`config.mk`:
```
export PLATFORM = sky130hd
export DESIGN_NAME = ffo_seq_scan
export DESIGN_NICKNAME = d
export VERILOG_FILES = /design/src/rtl/ffo_seq_scan.sv
export SDC_FILE = /design/constraint.sdc
export NUM_CORES = 1
export LEC_CHECK = 0
export ABC_AREA = 1
export BUFFER_PORTS_ARGS = -buffer_cell sky130_fd_sc_hd__buf_2
export CAP_MARGIN = 20
export CORE_MARGIN = 1
export CORE_UTILIZATION = 40
export CTS_CLUSTER_SIZE = 40
export DETAILED_ROUTE_END_ITERATION = 10
export PLACE_DENSITY = 0.69
export SLEW_MARGIN = 15
export SYNTH_ARGS = -nofsm -noshare
export SYNTH_HDL_FRONTEND = slang
export SYNTH_SLANG_ARGS = --single-unit
```
`constraint.sdc`:
```
create_clock -name clock -period 2.3 [get_ports clock]
set_clock_uncertainty 0.2 [all_clocks]
set_input_delay 0.46 -clock clock [delete_from_list [all_inputs] [get_ports clock]]
set_output_delay 0.46 -clock clock [all_outputs]
set_load 0.01 [all_outputs]
```
`src/rtl/ffo_seq_scan.sv`:
```
// Sequential find-first-one: scans an N-bit operand CHUNK bits per clock from either end,
// with find-next to enumerate successive set bits without reloading.
module ffo_seq_scan #(
  parameter int N     = 32,
  parameter int CHUNK = 4
) (
  input  logic                 clock,
  input  logic                 reset_n,
  input  logic                 start,
  input  logic                 dir,
  input  logic [N-1:0]         b,
  input  logic                 next,
  output logic                 ready,
  output logic                 found,
  output logic [$clog2(N)-1:0] p,
  output logic                 done
);

  localparam int NCH = N / CHUNK;
  localparam int PW  = $clog2(N);
  localparam int CW  = (NCH > 1) ? $clog2(NCH) : 1;

  typedef enum logic [1:0] {IDLE, SCAN, DONE} state_t;

  state_t         state_q;
  logic [N-1:0]   w_q;
  logic           dir_q;
  logic [CW-1:0]  c_q;
  logic [PW-1:0]  lidx_q;
  logic           ready_q, found_q, done_q;
  logic [PW-1:0]  p_q;

  logic [N-1:0]     b_rev, clr_mask;
  logic [CHUNK-1:0] chunk_bits;
  logic             hit;
  int unsigned      hit_pos;
  logic [PW-1:0]    lidx_d, pidx_d;
  logic [CW-1:0]    c_next_d;

  assign ready = ready_q;
  assign found = found_q;
  assign p     = p_q;
  assign done  = done_q;

  // The working copy is stored bit-reversed for dir=1, so the scan always runs upward in
  // "logical" index space; pidx_d maps the logical index back to the operand index.
  always_comb begin
    b_rev      = {<<{b}};
    clr_mask   = '0;
    clr_mask[lidx_q] = 1'b1;
    chunk_bits = CHUNK'(w_q >> (32'(c_q) * CHUNK));
    hit        = 1'b0;
    hit_pos    = 0;
    for (int unsigned i = 0; i < CHUNK; i++) begin
      if (chunk_bits[i] && !hit) begin
        hit     = 1'b1;
        hit_pos = i;
      end
    end
    lidx_d   = PW'(32'(c_q) * CHUNK + hit_pos);
    pidx_d   = dir_q ? (PW'(N - 1) - lidx_d) : lidx_d;
    c_next_d = CW'(32'(lidx_q) / CHUNK);
  end

  always_ff @(posedge clock or negedge reset_n) begin
    if (!reset_n) begin
      state_q <= IDLE;
      w_q     <= '0;
      dir_q   <= 1'b0;
      c_q     <= '0;
      lidx_q  <= '0;
      ready_q <= 1'b1;
      found_q <= 1'b0;
      p_q     <= '0;
      done_q  <= 1'b0;
    end else begin
      done_q <= 1'b0;
      case (state_q)
        IDLE, DONE: begin
          if (start) begin
            w_q     <= dir ? b_rev : b;
            dir_q   <= dir;
            c_q     <= '0;
            ready_q <= 1'b0;
            state_q <= SCAN;
          end else if (next && found_q) begin
            // Chunks before the one holding the last hit are already known to be zero.
            w_q     <= w_q & ~clr_mask;
            c_q     <= c_next_d;
            ready_q <= 1'b0;
            state_q <= SCAN;
          end
        end
        SCAN: begin
          if (hit) begin
            lidx_q  <= lidx_d;
            p_q     <= pidx_d;
            found_q <= 1'b1;
            ready_q <= 1'b1;
            done_q  <= 1'b1;
            state_q <= DONE;
          end else if (c_q == CW'(NCH - 1)) begin
            found_q <= 1'b0;
            p_q     <= '0;
            ready_q <= 1'b1;
            done_q  <= 1'b1;
            state_q <= DONE;
          end else begin
            c_q <= c_q + 1'b1;
          end
        end
        default: state_q <= IDLE;
      endcase
    end
  end

endmodule

```
* Word-level counts from Yosys, hierarchy flattened *
Cells that the tools add are included.

word-level totals
  input bits = 37
  logic and storage cells = 79
  register bits after elaboration = 51

cells by class
  equality and inequality tests = 7
  reductions and logical operators = 20
  magnitude comparators = 2
  shift operators = 1
  add/sub/neg operators = 3
  muxes and demuxes = 35
  bitwise operators = 2

operators by type and width
  kind                                                                           count
  32-bit 2-to-1 mux                                                              3
  32-bit bitwise AND                                                             1
  32-bit inverter                                                                1
  32-bit by 5-bit right shift with 4-bit output                                  1
  5-bit 2-to-1 mux                                                               4
  1-bit 2-to-1 mux                                                               15
  3-bit 2-to-1 mux                                                               4
  2-bit 2-to-1 mux                                                               5
  2-bit AND reduction                                                            5
  5-bit by 6-bit less-than comparator with 1-bit output (second input constant)  1
  3-bit inequality test (second input constant)                                  2
  3-bit one-hot mux with 2 select lines                                          1
  2-bit nonzero test                                                             3
  5-bit adder                                                                    1
  1-bit demux with 5-bit select                                                  1
  5-bit by 1-bit >= comparator with 1-bit output (second input constant)         1
  1-bit logical AND                                                              5
  5-bit subtractor (first input constant)                                        1
  2-bit inequality test (second input constant)                                  2
  2-bit one-hot mux with 2 select lines                                          1
  4-bit AND reduction                                                            1
  3-bit by 1-bit adder with 3-bit output (second input constant)                 1
  3-bit equality test (second input constant)                                    1
  1-bit zero test                                                                3
  other kinds (6)                                                                6

* Depth between registers and ports, before layout *
Gate-level depths: netlist of the first run.

  word-level depth = 15
  gate-level depth with buffers = 13
  depth with buffers taken out = 12

* Worst setup path after synthesis of the first run *
No wires, ideal clock.

  path kind = reg-to-reg
  start = register c_q[0]
  end = register c_q[2]
  clock period less this slack = 1.696 ns
  stages on the path, launching flop included = 12
  arrival time = 1.379 ns
  slack = 0.604 ns
  path buffers = 1
  setup time = 0.117 ns
  required time = 1.983 ns
  path through = dfrtp_1 buf_4 nor2_1 nor2_1 nand2_1 nand3_1 nand2_1 nand2_2 nor2_1 nand3_1 nand3_1 nand2_1

on the way
  cells in the longest elaborated chain, start to end = 13
  elaborated cells between the ends (all ways) = 19
  classes of those cells = add/sub: 1; eq/ne: 3; shift: 1; mux: 7; reduce/logical: 7

ends and longest elaborated chain
  element                                        line  RTL
  start: declaration                             28    logic [CW-1:0] c_q;
  start signal: assignment                       89    c_q <= c_next_d;
  start signal: assignment                       109   c_q <= c_q + 1'b1;
  32-bit by 5-bit right shift with 4-bit output  51    chunk_bits = CHUNK'(w_q >> (32'(c_q) * CHUNK));
  1-bit 2-to-1 mux                               55    if (chunk_bits[i] && !hit) begin
  1-bit zero test                                55
  1-bit logical AND                              55
  1-bit 2-to-1 mux                               55
  1-bit zero test                                55
  1-bit logical AND                              55
  1-bit 2-to-1 mux                               55
  1-bit zero test                                55
  1-bit logical AND                              55
  1-bit 2-to-1 mux                               55
  2-bit inequality test (no source line)         --
  4-bit AND reduction (no source line)           --

Several ways; a longest one is shown, not always the timed one. The select of a mux whose other input is x is not followed.
A chain may end at the register's enable or synchronous reset.

* Final worst setup path of the first run *
  start = register c_q[1]
  end = register c_q[0]

on the way
  cells in the longest elaborated chain, start to end = 13
  elaborated cells between the ends (all ways) = 15
  classes of those cells = eq/ne: 3; shift: 1; mux: 4; reduce/logical: 7

ends and longest elaborated chain
  element                                        line
  32-bit by 5-bit right shift with 4-bit output  51
  1-bit 2-to-1 mux                               55
  1-bit zero test                                55
  1-bit logical AND                              55
  1-bit 2-to-1 mux                               55
  1-bit zero test                                55
  1-bit logical AND                              55
  1-bit 2-to-1 mux                               55
  1-bit zero test                                55
  1-bit logical AND                              55
  1-bit 2-to-1 mux                               55
  2-bit inequality test (no source line)         --
  4-bit AND reduction (no source line) *         --

Mark *: on every way between the ends. The rest lies on a longest branch, timed or not.

==> results of run 1 <==
==> metrics by stage <==
step	setup slack (ps)	hold slack [ps]	power, W	instances	utilization (%)
detailed placement	219	260	0.00383	589	45.3
floorplan	604	-35.6	0.00323	457	-
global placement	301	256	0.00380	589	45.3
finish	288	242	0.00439	598	46.6
CTS	202	242	0.00438	598	46.6
global route	86.4	247	0.00482	598	46.6
==> per-layer routing <==
metal / vias up / track usage, %
met4: 0 / 7.80
met2: 101 / 32.6
met3: 14 / 3.18
li1: 1552 / -
met5: - / 0
met1: 1410 / 28.6
==> layout make-up <==
class | instances | area [um^2]
multi-input combinational | 332 | 1610
inverter | 51 | 191
fill | 806 | 4120
clock buffer | 5 | 68.8
sequential | 51 | 1280
clock inverter | 3 | 18.8
timing repair buffer | 54 | 310
tap | 102 | 128
==> registers in the layout (all words and copies together) (netlist names) <==
name / cells
p: 5
done: 1
lidx_q: 5
dir_q: 1
w_q: 32
ready: 1
c_q: 3
found: 1
state_q: 2
==> cells by family (layout without fill, tap and decap cells) <==
group,Yosys count,after routing
xor+xnor,3,3
compound gates,90,90
fa+ha+maj,2,2
buf+inv,74,113
mux,17,17
simple gates,220,220
flops,51,51
==> worst min path at each step <==
stage / from / end / cells after the start
finish: b[2] / w_q[2]$_DFFE_PN0P_ / 3
floorplan: reset_n / c_q[0]$_DFFE_PN0P_ / 0
CTS: b[2] / w_q[2]$_DFFE_PN0P_ / 3
detailed placement: ready$_DFFE_PN1P_ / ready$_DFFE_PN1P_ / 2
global route: b[25] / w_q[25]$_DFFE_PN0P_ / 3
global placement: ready$_DFFE_PN1P_ / ready$_DFFE_PN1P_ / 2
==> critical path: stages, from the launching register on <==
cell and delay [ps]:
dfrtp_1 480, inv_1 250, nand3_1 150, nand2_1 80, nand2_1 50, nand2_1 80, nand2_1 100, nor2_1 160
nand3_1 170, nand3_1 110, nand2_1 90
==> report_power, final <==
part / internal [W] / total [W] / switching, W
combinational: 0.000757 / 0.00221 / 0.00146
sequential: 0.00133 / 0.00164 / 0.000307
clock: 0.000215 / 0.000537 / 0.000322
==> layout by cell type, fill, tap and decap left out, types with 4 or more instances in the layout <==
master    netlist  final
nand2_1       143    143
o21ai_0        59     59
dfrtp_1        50     50
inv_1          49     49
buf_2           4     44
nand3_1        40     40
nor2_1         31     31
mux2i_1        17     17
a21oi_1        13     13
o32ai_1         8      8
buf_4           2      8
clkbuf_8        0      5
o21ai_1         4      4
==> repair_timing <==
action                                  in CTS  in global routing
resized for setup                            0                  1
hold buffers                                 1                  0
endpoints found under the setup margin       0                  4
hold endpoints to repair                    22                  0
==> summary.md, run 1 <==
| Metric | Value |
|---|---|
| Status | finished, final reports clean |
| Site Rows | 32 |
| FF-to-FF path depth | 10 |
| CTS tree | done |
| All-Layer GR Usage | 20.7% |
| Clock Latency Late Sink | 310 ps |
| Synth top area cells | dfrtp_1 (39%), nand2_1 (17%), o21ai_0 (9.2%) |
| Reg-to-Reg Start | c_q[1]$_DFFE_PN0P_ |
| Synth Area in XOR/XNOR | less than 1% |
| Largest net degree at the start of global routing | 32 |
| Startpoint types | flip-flop |
| Max clock buf depth | 2 |
| Top-count cell post-synth | nand2_1 |
| Antenna viol nets, final | 0 |
| Initial Util | between 40% and 50% |
| CTS root buf | clkbuf_8 |
| Antenna cell count | 0 |
| Reg2Reg Setup Slack | 290 ps |
| Power Density | 1220 nW/um^2 |
| Met3 wire len | around 370 um |
| Initial antenna violation count | 0 |
| Yosys reg bits | 51 |
| Die span in y | roughly 91 um |
| Reg-to-reg endpoint | c_q[0]$_DFFE_PN0P_ |
| Worst setup path endpoint | c_q[0]$_DFFE_PN0P_ |
| WP data arrival | 2020 ps |
| Clock-pin slew on the worst setup and hold paths | 100 ps |
| Placed cell area | about 3500 um^2 |
| Simple-Gate Fraction of Synth Area | 27.8% |
| Compound-Gate Fraction of Synth Area | ~15% |
| TritonCTS buffer count | 5 |
| Post-Syn Instances | approximately 460 |
| Vias per inst | roughly 5 |
| Drt drc | 0 |
| Synth top cells by count | nand2_1 (143), o21ai_0 (59), dfrtp_1 (50) |
| Unique cell type count in the Yosys netlist | 27 |
| First-pass GRT wire length | around 14 mm |
| Critical path launch point | c_q[1]$_DFFE_PN0P_ |
| Final GP Congestion | approximately 0.95 |
| Met1 Wirelength | approximately 3.8 mm |
| Post-synth EDFFs | 0 |
| Max-Cap Viols | 0 |
| Nets | between 500 and 600 |
| DPL Wire Length | 6.20 mm |
| Design area | roughly 3600 um^2 |
| Final setup TNS | 0 ps |
| CP Max Fanout | 8 |
| Max_slew headroom | between 40% and 50% |
| Hold Path Class | input pin to flip-flop |
| Final-report setup violation count | 0 |
| VDD IR max | between 0.3 and 0.4 mV |
| Crit share post-route | between 80% and 90% |
| Net Count, Synth | ~500 |
| Area of the core | 7730 um^2 |
| Share of layout cells above drive strength 1 | a little over an eighth |
| Worst slew pin tran | approximately 770 ps |
| Post-synthesis async set-or-reset flop share | 100% |
| Top-area cell type share of the netlist area | 39.2% |
| Post-Route WL | a little over 8 mm |
| CP Class | flip-flop to flip-flop |
| Avg WL per Cell | between 10 and 15 um |
| Maximum clock frequency | between 0.4 and 0.5 GHz |
| Avg Cell Area, Syn | around 7 um^2 |
| Met2 WL | 3.76 mm |
| Top Metal Used | met4 |
| Die ar. | 8340 um^2 |
| Max-slew violations | 0 |
| Leakage | between 1.5 and 2 nW |
| Port bufs | between 40 and 50 |
| Drt first pass iters | 6 |
| Period minus WS final | 2010 ps |
| Crit. End Element | flip-flop |
| Post-CTS setup buffer count | 0 |
| Max H-tree Level | 2 |
| Number of DRC markers in iteration 0 | roughly 170 |
| Synth Warn # | 0 |
| RSZ-0062 raised after global routing | no |
| Dominant cell type by area after synthesis | dfrtp_1 |
| Mux share of post-synthesis cell area | about 5.3% |
| Via count | approximately 3.1k |
| Number of global-route vias before repair | between 2k and 3k |
| Post-Syn Area | 3190 um^2 |
| Area grow syn2layout | 12.9% |
| Seq/Total Area, Yosys | roughly 40% |
| Die W | between 90 and 100 um |
| I/O pin count | 45 |
| Post-synthesis adder-cell area fraction | less than 1% |
| Global route overflow | 0 |
| Most used DFF post-synth | dfrtp_1 |
| Largest family of logic cells by synthesized area | simple AND/OR/NAND/NOR gates |
| Final count of hold timing violations | 0 |
| Total clock sinks | 51 |
| Worst path required time | approximately 2300 ps |
No activity file was read; power rests on OpenSTA's default activity.
==> run 2: changes to the inputs <==
Settings changed: CORE_ASPECT_RATIO set to 1.2.
==> run 2 against run 1 <==
  * Sequential power barely moved
  * Combinational power barely moved
  * Critical path depth up 1
  * Cell count fell by 1.5%
  * Die area is essentially flat
  * Worst hold slack improved by 7.4 ps
  * Critical path type unchanged
  * Largest cell class unchanged
==> summary.md, run 2 (synthesis results as in run 1) <==
| Metric | Value |
|---|---|
| CP Class | flip-flop to flip-flop |
| Final GP Congestion | 0.920 (-2.8%) |
| Tot Pwr | 0.00446 W (+1.5%) |
| Startpoint types | flip-flop |
| Commonest non-fill, non-tap cells in the layout | nand2_1 (143), o21ai_0 (59), dfrtp_1 (50) |
| Reg-to-Reg Start | c_q[0]$_DFFE_PN0P_ |
| Crit. End Element | flip-flop |
| Final setup TNS | 0 ps (unchanged) |
| Period minus WS final | 2040 ps (+28.8 ps) |
| Worst path slowest cell | dfrtp_1 |
| Clock Power Share | 14.1% (+1.9 points) |
| Final-report setup violation count | 0 (unchanged) |
| Die ar. | 8350 um^2 (about the same) |
| Max-Cap Viols | 0 (unchanged) |
| FF-to-FF path depth | 11 (+1) |
| Number of DRC markers in iteration 0 | 176 (+2.9%) |
| Area grow syn2layout | 13.4% |
| Worst-path cell chain | buf_4, nor2_1, nor2_1, nand2_1, nand3_1, nand2_1, nand2_2, nor2_1, nand3_1, nand3_1, nand2_1 |
| Share of layout cells above drive strength 1 | 13.5% (-0.027 points) |
| Worst slew pin tran | 551 ps (-216 ps) |
| Max_slew headroom | 63.0% (+14 points) |
| TritonCTS buffer count | 5 (unchanged) |
| NetSw | 0.00204 W (-2.3%) |
| Antenna viol nets, final | 0 (unchanged) |
| Largest Register | w_q |
| CTS root buf | clkbuf_8 |
| Antenna cell count | 0 (unchanged) |
| Hold Path Class | input pin to flip-flop |
| First-pass GRT wire length | 13.7 mm (+0.15%) |
| Site Rows | 35 (+9.4%) |
| Worst path required time | 2290 ps (about the same) |
| Hold-critical path depth | 3 (unchanged) |
| Port bufs | 44 (unchanged) |
| I/O pin count | 45 (unchanged) |
| Initial antenna violation count | 1 (+1) |
| Combinational share of power | 49.7% (-0.7 points) |
| Hold Worst Slack | 249 ps (+7.36 ps) |
| Crit-path max cell delay | 400 ps (-80 ps) |
| Sw frac | 45.7% (-1.8 points) |
| Leakage | 1.88 nW (+0.41%) |
| Drt first pass iters | 7 (+1) |
| VDD IR max | 0.557 mV (+41%) |
| Initial Util | 41.4% (+0.11 points) |
| Final count of hold timing violations | 0 (unchanged) |
| Reg-to-reg endpoint | c_q[1]$_DFFE_PN0P_ |
| CTS tree | done |
| Post-Route WL | 8.07 mm (-0.86%) |
| Maximum clock frequency | 0.490 GHz (-1.4%) |
| All-Layer GR Usage | 20.4% (-0.36 points) |
| Max H-tree Level | 2 (unchanged) |
| Drt drc | 0 (unchanged) |
| WP data arrival | 2030 ps (about the same) |
| Via count | 3095 (+0.58%) |
| Largest register FFs | 32 (unchanged) |
| Reg2Reg Setup Slack | 260 ps (-30 ps) |
| Nets | 535 (+0.19%) |
| RSZ-0062 raised after global routing | no |
| CP Max Fanout | 21 (+13) |
| Power Density | 1230 nW/um^2 (+1.0%) |
| Global route overflow | 0 (unchanged) |
| Largest net degree at the start of global routing | 32 (unchanged) |
| Die span in y | 99.9 um (+9.3%) |
| Util after Layout | 47.0% (+0.35 points) |
| Leading cell type in the layout, fill and taps excluded | nand2_1 |
| Status | finished, final reports clean |
| Clock Latency Late Sink | 310 ps (about the same) |
| Area of the core | 7710 um^2 (-0.26%) |
| Reg power frac | 36.2% (-1.2 points) |
| Clock-pin slew on the worst setup and hold paths | 90 ps (about the same) |
| DPL Wire Length | 6.05 mm (-2.4%) |
| Vias per inst | 5.25 (+2.1%) |
| Min-delay src | b[18] |
| Crit share post-route | 88.7% (+1.3 points) |
| Max clock buf depth | 2 (unchanged) |
| Number of global-route vias before repair | 2960 (+4.8%) |
| Avg WL per Cell | 13.7 um (+0.65%) |
| Max-slew violations | 0 (unchanged) |
| Total clock sinks | 51 (unchanged) |
| Die W | 83.6 um (-8.5%) |
| Hold Path Sink | w_q[13]$_DFFE_PN0P_ |
| Pint | 0.00242 W (+5.0%) |
## run 2: cell count changes in the layout (fill, tap and decap cells not counted)
cell / change
inv_6: -1
bufinv_16: +1
clkbuf_1: +1
buf_4: +1
clkinvlp_4: +1
clkinv_2: -2
## run 2: how the worst max path moves through the flow
stage	start	end	slack, ps
6_report	c_q[0]$_DFFE_PN0P_	c_q[1]$_DFFE_PN0P_	260
2_1_floorplan	c_q[0]$_DFFE_PN0P_	c_q[2]$_DFFE_PN0P_	600
5_1_grt	c_q[0]$_DFFE_PN0P_	c_q[1]$_DFFE_PN0P_	90
4_1_cts	c_q[0]$_DFFE_PN0P_	p[2]$_DFFE_PN0P_	190
3_3_place_gp	c_q[0]$_DFFE_PN0P_	p[4]$_DFFE_PN0P_	280
3_5_place_dp	c_q[0]$_DFFE_PN0P_	p[2]$_DFFE_PN0P_	210
## run 2: final cells by class
cell class                      instances  area (um^2)
Fill cell                             810         4090
Multi-Input combinational cell        332         1610
Sequential cell                        51         1280
Timing Repair Buffer                   55          318
Inverter                               51          191
Tap cell                               92          115
Clock buffer                            6         72.6
Clock inverter                          2         37.5
## run 2: layer usage
| layer | track usage [%] | up-vias | routed length, um |
|---|---|---|---|
| met4 | 7.69 | 0 | 252 |
| li1 | - | 1561 | - |
| met1 | 25.0 | 1435 | 3520 |
| met3 | 3.13 | 16 | 372 |
| met5 | 0 | - | 0 |
| met2 | 36.0 | 83 | 3920 |
## run 2: through the flow
step	worst slack [ps]	instance area (um^2)	cells
2_1_floorplan	604	3190	457
3_3_place_gp	278	3490	580
3_5_place_dp	212	3490	580
4_1_cts	188	3610	589
5_1_grt	85.8	3620	589
6_report	259	3620	589
## run 2: power groups by stage
stage	sequential, W	combinational, W	clock [W]
detailed placement	0.00163	0.00219	0
CTS	0.00161	0.00220	0.000639
floorplan	0.00157	0.00165	0
global route	0.00167	0.00256	0.000676
global placement	0.00162	0.00217	0
finish	0.00161	0.00222	0.000628
## run 2: repair_timing
item / CTS / global route
setup buffers: 0 / 0
endpoints found under the hold margin: 22 / 0
hold buffers: 1 / 0
endpoints found under the setup margin: 0 / 1
resized for setup: 0 / 1
## run 2: critical path, delay by kind of cell (launching register included)
family / cells / cell delay (ps)
AND/OR/NAND/NOR: 10 / 1110
flip-flops: 1 / 400
buffers and inverters: 1 / 210
